`src/rtl/dram_dq_responder.sv`:
```
// -----------------------------------------------------------------------------
// dram_dq_responder
//
// Device-side end of the DRAM data bus. A read command drives a BL-beat burst
// onto DQ, with a source-synchronous DQS pair, RL cycles after the command is
// accepted. A write command captures a BL-beat burst from DQ/DM_n WL cycles
// after it is accepted. The captured words and their masks go to the memory
// array as one line. Each tri-state pin is split into in/out/oe, and the
// enclosing level resolves the wires.
//
// Ports
//   CLK, RST              clock, synchronous active-high reset
//   cmd_valid/cmd_ready   command handshake; accepted when both are high
//   cmd_write, cmd_col    burst direction and starting beat (column)
//   rd_line               array line for reads; word i = [i*WORD_W +: WORD_W]
//   wr_line, wr_mask      captured write line, per-word write enable
//   wr_done               one-cycle pulse: wr_line/wr_mask valid
//   dq_in/dq_out/dq_oe    data bus
//   dqs_{t,c}_{in,out}    strobe pair, dqs_oe enables the driven pair
//   dm_n_in               data mask, active low (0 = beat masked)
//   strobe_err            sticky: a write beat arrived with dqs_t == dqs_c
// -----------------------------------------------------------------------------
module dram_dq_responder #(
  parameter int WORD_W = 32,
  parameter int BL     = 8,
  parameter int RL     = 4,
  parameter int WL     = 2
) (
  input  logic                      CLK,
  input  logic                      RST,
  input  logic                      cmd_valid,
  input  logic                      cmd_write,
  input  logic [$clog2(BL)-1:0]     cmd_col,
  output logic                      cmd_ready,
  input  logic [BL*WORD_W-1:0]      rd_line,
  output logic [BL*WORD_W-1:0]      wr_line,
  output logic [BL-1:0]             wr_mask,
  output logic                      wr_done,
  input  logic [WORD_W-1:0]         dq_in,
  output logic [WORD_W-1:0]         dq_out,
  output logic                      dq_oe,
  input  logic                      dqs_t_in,
  input  logic                      dqs_c_in,
  output logic                      dqs_t_out,
  output logic                      dqs_c_out,
  output logic                      dqs_oe,
  input  logic                      dm_n_in,
  output logic                      strobe_err
);

  localparam int COL_W = $clog2(BL);
  localparam int CNT_W = $clog2(RL + WL) + 1;

  typedef enum logic [2:0] {
    S_IDLE,
    S_WAIT,
    S_PRE,
    S_BURST,
    S_POST,
    S_DONE
  } state_t;

  state_t             state, state_nxt;
  logic               is_wr;
  logic [COL_W-1:0]   col;
  logic [COL_W-1:0]   beat;
  logic [COL_W-1:0]   idx;
  logic [CNT_W-1:0]   wait_cnt;
  logic [WORD_W-1:0]  rd_words [BL];
  logic [WORD_W-1:0]  wr_words [BL];
  logic [BL-1:0]      wr_mask_q;
  logic               strobe_err_q;
  logic               accept;

  assign accept = cmd_valid && (state == S_IDLE);

  // The column is log2(BL) bits wide, so this sum wraps modulo BL.
  assign idx = col + beat;

  // ---------------------------------------------------------------------------
  // State register
  // ---------------------------------------------------------------------------
  // NOTE: every clocked block uses non-blocking assignments so that all
  // registers update together from values sampled before the clock edge.
  always_ff @(posedge CLK) begin
    if (RST) begin
      state <= S_IDLE;
    end else begin
      state <= state_nxt;
    end
  end

  // ---------------------------------------------------------------------------
  // Next state and outputs
  // ---------------------------------------------------------------------------
  // NOTE: every output of this block gets a default before the case
  // statement, so no path through it leaves a value unassigned and no latch
  // is inferred.
  always_comb begin
    state_nxt = state;
    cmd_ready = 1'b0;
    dq_oe     = 1'b0;
    dq_out    = '0;
    dqs_oe    = 1'b0;
    dqs_t_out = 1'b0;
    dqs_c_out = 1'b1;
    wr_done   = 1'b0;

    case (state)
      S_IDLE: begin
        cmd_ready = 1'b1;
        if (accept) begin
          // WAIT lasts RL-2 cycles for reads and WL-1 cycles for writes. It
          // is skipped entirely when that count is zero.
          if (cmd_write) begin
            state_nxt = (WL > 1) ? S_WAIT : S_BURST;
          end else begin
            state_nxt = (RL > 2) ? S_WAIT : S_PRE;
          end
        end
      end
      S_WAIT: begin
        if (wait_cnt == '0) begin
          state_nxt = is_wr ? S_BURST : S_PRE;
        end
      end
      S_PRE: begin
        // Read preamble: drive the strobe low for one cycle before data.
        dqs_oe    = 1'b1;
        state_nxt = S_BURST;
      end
      S_BURST: begin
        if (!is_wr) begin
          dq_oe     = 1'b1;
          dq_out    = rd_words[idx];
          dqs_oe    = 1'b1;
          dqs_t_out = ~beat[0];
          dqs_c_out = beat[0];
        end
        if (beat == COL_W'(BL - 1)) begin
          state_nxt = is_wr ? S_DONE : S_POST;
        end
      end
      S_POST: begin
        // Read postamble: hold the strobe low for one cycle after data.
        dqs_oe    = 1'b1;
        state_nxt = S_IDLE;
      end
      S_DONE: begin
        wr_done   = 1'b1;
        state_nxt = S_IDLE;
      end
      default: begin
        state_nxt = S_IDLE;
      end
    endcase
  end

  // ---------------------------------------------------------------------------
  // Command latch, beat counters, and write capture
  // ---------------------------------------------------------------------------
  always_ff @(posedge CLK) begin
    if (RST) begin
      is_wr        <= 1'b0;
      col          <= '0;
      beat         <= '0;
      wait_cnt     <= '0;
      wr_mask_q    <= '0;
      strobe_err_q <= 1'b0;
      for (int i = 0; i < BL; i++) begin
        wr_words[i] <= '0;
      end
    end else begin
      if (accept) begin
        is_wr    <= cmd_write;
        col      <= cmd_col;
        beat     <= '0;
        // Load WAIT length minus one. The value is unused when WAIT is
        // skipped.
        wait_cnt <= cmd_write ? CNT_W'(WL - 2) : CNT_W'(RL - 3);
        if (cmd_write) begin
          wr_mask_q <= '0;
        end
      end

      if (state == S_WAIT) begin
        wait_cnt <= wait_cnt - CNT_W'(1);
      end

      if (state == S_BURST) begin
        beat <= beat + COL_W'(1);
        if (is_wr) begin
          // Data is captured even on masked beats. The mask alone decides
          // whether the array word is written.
          wr_words[idx]  <= dq_in;
          wr_mask_q[idx] <= dm_n_in;
          if (dqs_t_in == dqs_c_in) begin
            strobe_err_q <= 1'b1;
          end
        end
      end
    end
  end

  // NOTE: the read line buffer is not reset. It is always loaded at accept
  // before any beat reads it, so a reset would only add fan-out.
  always_ff @(posedge CLK) begin
    if (accept && !cmd_write) begin
      for (int i = 0; i < BL; i++) begin
        rd_words[i] <= rd_line[i*WORD_W +: WORD_W];
      end
    end
  end

  for (genvar g = 0; g < BL; g++) begin : g_wr_line
    assign wr_line[g*WORD_W +: WORD_W] = wr_words[g];
  end

  assign wr_mask    = wr_mask_q;
  assign strobe_err = strobe_err_q;

endmodule

```
`config.mk`:
```
export PLATFORM = sky130hd
export DESIGN_NAME = dram_dq_responder
export DESIGN_NICKNAME = d
export VERILOG_FILES = /design/src/rtl/dram_dq_responder.sv
export SDC_FILE = /design/constraint.sdc
export NUM_CORES = 1
export LEC_CHECK = 0
export ABC_CLOCK_PERIOD_IN_PS = 36300
export CAP_MARGIN = 20
export CORE_AREA = 2 2 232 234
export CTS_BUF_LIST = sky130_fd_sc_hd__clkbuf_8 sky130_fd_sc_hd__clkbuf_16
export CTS_CLUSTER_DIAMETER = 40
export CTS_CLUSTER_SIZE = 10
export DETAILED_ROUTE_END_ITERATION = 7
export DIE_AREA = 0 0 234 236
export PLACE_DENSITY = 0.75
export REMOVE_ABC_BUFFERS = 1
export SETUP_SLACK_MARGIN = 0.1
export SLEW_MARGIN = 20
export SYNTH_ARGS = -nofsm -noshare
export SYNTH_HDL_FRONTEND = slang
export SYNTH_SLANG_ARGS = --single-unit
```
`constraint.sdc`:
```
create_clock -name CLK -period 36.3 [get_ports CLK]
set_input_delay 5.445 -clock CLK [delete_from_list [all_inputs] [get_ports CLK]]
set_output_delay 5.445 -clock CLK [all_outputs]
set_load 0.02 [all_outputs]
```
======== Yosys cells after proc, flatten, opt, wreduce, memory -nomap -nowiden ========
Memories as Yosys holds them, arrays and structs flattened.
Cells that the tools add are included.
word-level totals
  register bits after elaboration ......... 23
  bits in writable memories ............... 512
  output and inout port bits .............. 303
  word-level logic and storage cells ...... 78
  memories kept ........................... 2
cells by class
  add/sub/neg operators ................... 3
  $lt $le $gt $ge ......................... 2
  equality and inequality tests ........... 10
  muxes and demuxes ....................... 41
  bitwise gates (word level) .............. 1
  reductions and logical operators ........ 12
memories
  name      words  bits a word  rd ports  clocked after Yosys merged registers in  wr ports  RTL line  RTL
  rd_words  8      32           1         0                                        8         69        logic [WORD_W-1:0] rd_words [BL];
  wr_words  8      32           8         0                                        8         70        logic [WORD_W-1:0] wr_words [BL];
operators with widths
  cell                   count
  $mux W32               3
  $mux W8                5
  $reduce_or A32 Y1      1
  $mux W1                21
  $mux W3                6
  $pmux W3 S4            1
  $eq A3 B3 Y1 const B   3
  $bwmux W8              1
  $mux W4                2
  $eq A3 B2 Y1 const B   2
  $ne A2 B2 Y1 const B   3
  $reduce_and A3 Y1      2
  $logic_not A4 Y1       1
  $lt A3 B4 Y1 const B   1
  $reduce_bool A2 Y1     2
  $sub A4 B1 Y4 const B  1
  $add A3 B1 Y3 const B  1
  $add A3 B3 Y3          1
  $demux W1 S3           1
  $eq A3 B1 Y1 const B   1
  $ge A3 B1 Y1 const B   1
  $logic_and A1 B1 Y1    3
  $logic_not A3 Y1       1
  $pmux W1 S2            1
  other kinds (4)        4

======== Logic depth before layout (Yosys ltp) ========
  depth in word-level cells ............... 8
  gate-level depth with buffers ........... 11
  gate-level depth less buffers ........... 7

======== Worst setup path before layout ========
No wires, ideal clock.
  path kind ............................... input to register
  from .................................... input port cmd_valid
  to ...................................... memory rd_words[0][0], enable pin
  arrival time ............................ 16.904 ns
  data required time ...................... 35.420 ns
  setup slack ............................. 18.515 ns
  stages on the path ...................... 3
  buffers on the path ..................... 1
  cells stage by stage .................... or4b_2 clkbuf_1 nor2_1
RTL lines
  item             RTL line  RTL
  start, declared  31        input logic cmd_valid,
  end, declared    69

======== Final worst setup path ========
  from .................................... register beat[0]
  to ...................................... output port dq_out[18]
on the way
  longest elaborated chain between the ends .. 4
ends and longest elaborated chain
  item                    RTL line  RTL
  start, declared         66        logic [COL_W-1:0] beat;
  start signal, assigned  191       beat <= beat + COL_W'(1);
  $add A3 B3 Y3           78        assign idx = col + beat;
  $mem_v2 Z8 W32          -
  $mux W32                133       if (!is_wr) begin
  $mux W32                109       case (state)
  end, declared           40        output logic [WORD_W-1:0] dq_out,
Every way passes these cells.

==> impl_results.md <==
- Status: completed
- Number of remaining DRC errors: 0
- RSZ-0062 raised after global routing: false
- Sequential cell area: 15800 um2
- Number of post-CTS setup repair buffers: 0
- Final Critical Period: 10.67 ns
- Multi-input gate area: 4890 um2
- Hold Crit Class: flop to flop
- Final Setup Violations: 0
- Ys async rst share: 0%
- First-pass GRT wire length: 94500 um
- CP Data Arrival Time: 5.23 ns
- Port bufs: 600
- CP cell instances: ha_4 > inv_1 > fa_4 > buf_4 > clkinv_1 > buf_4 > nand2_1 > o221ai_1 > a211oi_1 > clkdlybuf4s50_1
- Die area: between 50000 and 60000 um2
- TNS Setup: 0 ns
- Final core occ: 57.2%
- Largest family of logic cells by synthesized area: simple AND/OR/NAND/NOR gates
- Crit path max-delay family: buffers and inverters
- Final Hold Fails: 0
- Num CTS Buffers: 77
- Total Power: 0.00164 W
- CTS Hold Bufs: 0
- Max-Cap Viols: 0
- Clk_skew: around 0.036 ns
- First drt pass iteration count: 5
- CTS tree: yes
- Synth unique cells: 53
- Fillers: 3975
- Most common cell after layout, fill and taps aside: clkdlybuf4s50_1
- Largest net degree at the start of global routing: 92
- Worst Tran Pin Value: 1.08 ns
- CTS Sinks: 535
- Post-Synth XOR/XNOR Area: 0.387%
- WL/cell: 24.6 um
- Core area: around 53000 um2
- Flops & latches, synth: 535
- Initial antenna violation count: 11
- Cell row count: 85
- Vias in the first global route: 14500
- CP max stage cell: fa_4
- Via count: 14300
- Non-filler cells, final: 2678
- Nets@finish: 2233
- Post-synthesis mux area share: 4.73%
- Post-synthesis simple-gate area fraction: between 10 and 15%
- Die X: 234 um
- Data required, critical path: around 30 ns
- Clk buf depth: 3
- Setup crit start kind: flop
- Final ANT Viol Nets: 0
- Post-synth EDFFs: 512
- Fin crit share: 29.4%
- Starting Density: 39.6%
- Critical path type: flop to output port
- GPL Wtd Cong: 0.905
- Clk Latency, worst-skew pair: 0.61 ns
- I/O pin count: around 600
- H-tree depth: 3
- Die H: roughly 240 um
- Average cell area after synthesis: about 16 um2
- Hold Slack: between 0.4 and 0.5 ns
- Worst Path Buf+Inv: 5
- Synth Warn #: 0
- P per Cell Area: 54.0 nW/um2
- Share of cells above drive strength 1: approximately 11%
- Cell Area, Synth: 21000 um2
- Slew Limit Fails: 0
- Placed insts: 2545
- Syn-to-layout area delta: 44.3%
- Post-synthesis sequential area ratio: 75.3%
- Peak supply drop: 41.2 uV
- Max Freq: 0.0937 GHz
- Resized Gates After CTS: 0
- Leak pwr: 10.6 nW
- Gr usage total: between 20% and 30%
- CP max FO: 51
- Commonest cells after routing, fill and taps aside: clkdlybuf4s50_1 (600), edfxtp_1 (512), and2_1 (225)
- Commonest register cell after synthesis: edfxtp_1
- Most used cell, CP: buf_4
- Drt total wl: 66000 um
- Adder-cell share of the synthesized area: 0.393%
- Synth Instances: 1307
- Total gr overflow: 0
- Vias per cell: 5.34
- Dpl hpwl: 44200 um
- Clk pin slew, worst setup/hold paths: 0.06 ns
- Compound-Gate Fraction of Synth Area: 4.39%
- Clock root cell: clkbuf_16
- Slew margin rel.: 27.9%
- Drt initial violations: 1348
- Slowest stage delay, CP: 1.00 ns
- CP Capture Type: output port
-- worst register-to-register path, delay by kind of cell (launching register included) --
family / cells / cell delay [ns]
buf+inv: 5 / 1.58
compound gates: 1 / 0.25
simple gates: 1 / 0.76
flops: 1 / 0.42
fa+ha+maj: 2 / 1.16
-- final cells by class --
type                    count  share of cell area (%)
clock inverters            44                    1.53
diodes                      9                  0.0742
well taps                 696                    2.87
clock buffers              79                    6.51
flip-flops and latches    535                    52.2
repair buffers            627                    20.5
multi-input cells         675                    16.1
inverters                  13                   0.161
-- routing by layer --
metal | track usage, % | up-vias | wire [um]
li1 | - | 6252 | -
met1 | 27.0 | 6982 | 23300
met2 | 41.2 | 922 | 34000
met3 | 5.67 | 144 | 6030
met4 | 11.4 | 4 | 2700
met5 | 0 | - | 27
-- final timing paths --
| path | slack (ns) | to | cells after the start | from |
|---|---|---|---|---|
| max | 25.63 | dq_out[18] | 10 | beat[0] |
| max reg2reg | 31.66 | wr_words[0][29] | 9 | beat[0] |
| min | 0.46 | col[1] | 2 | col[1] |
| min reg2reg | 0.46 | col[1] | 2 | col[1] |
-- Yosys cell counts (all sizes together) (16+ instances only) --
master / count / area [um2]
buf: 20 / 104
nor3: 50 / 250
and2: 225 / 1410
mux2: 52 / 586
o22ai: 28 / 175
nor2: 22 / 85.1
nor3b: 28 / 210
dfxtp: 23 / 460
and3: 33 / 206
clkbuf: 64 / 240
edfxtp: 512 / 15400
mux2i: 16 / 160
nand2: 29 / 109
o21ai: 21 / 105
o221ai: 35 / 307
nand3: 22 / 110
-- through the flow --
step,cell area [um2],setup slack [ns]
floorplan,20700,18.58
global placement,27800,26.39
detailed placement,27800,26.28
CTS,30300,25.59
global route,30300,25.46
finish,30300,25.63
-- power breakdown --
part	leakage (nW)	internal, W	switching (W)
Sequential	5.19	0.000718	0.0000140
Clock	1.20	0.000439	0.000271
Combinational	4.20	0.0000895	0.000109
-- flip-flops by register name, indices dropped and copies added (netlist names) --
signal and cells:
wr_words 256, col 3, is_wr 1, rd_words 256, wr_mask 8, beat 3
state 3, wait_cnt 4, strobe_err 1
-- kinds of logic (layout without fill, tap and decap cells) --
family | count (synthesis) | count (layout)
flip-flops | 535 | 535
AND/OR/NAND/NOR | 453 | 453
AO/OA/AOI/OAI | 131 | 131
buffers and inverters | 97 | 763
multiplexers | 79 | 79
adder cells (fa/ha/maj) | 6 | 6
XOR/XNOR | 6 | 6
other | 0 | 9
(Power assumes the default switching activity.)
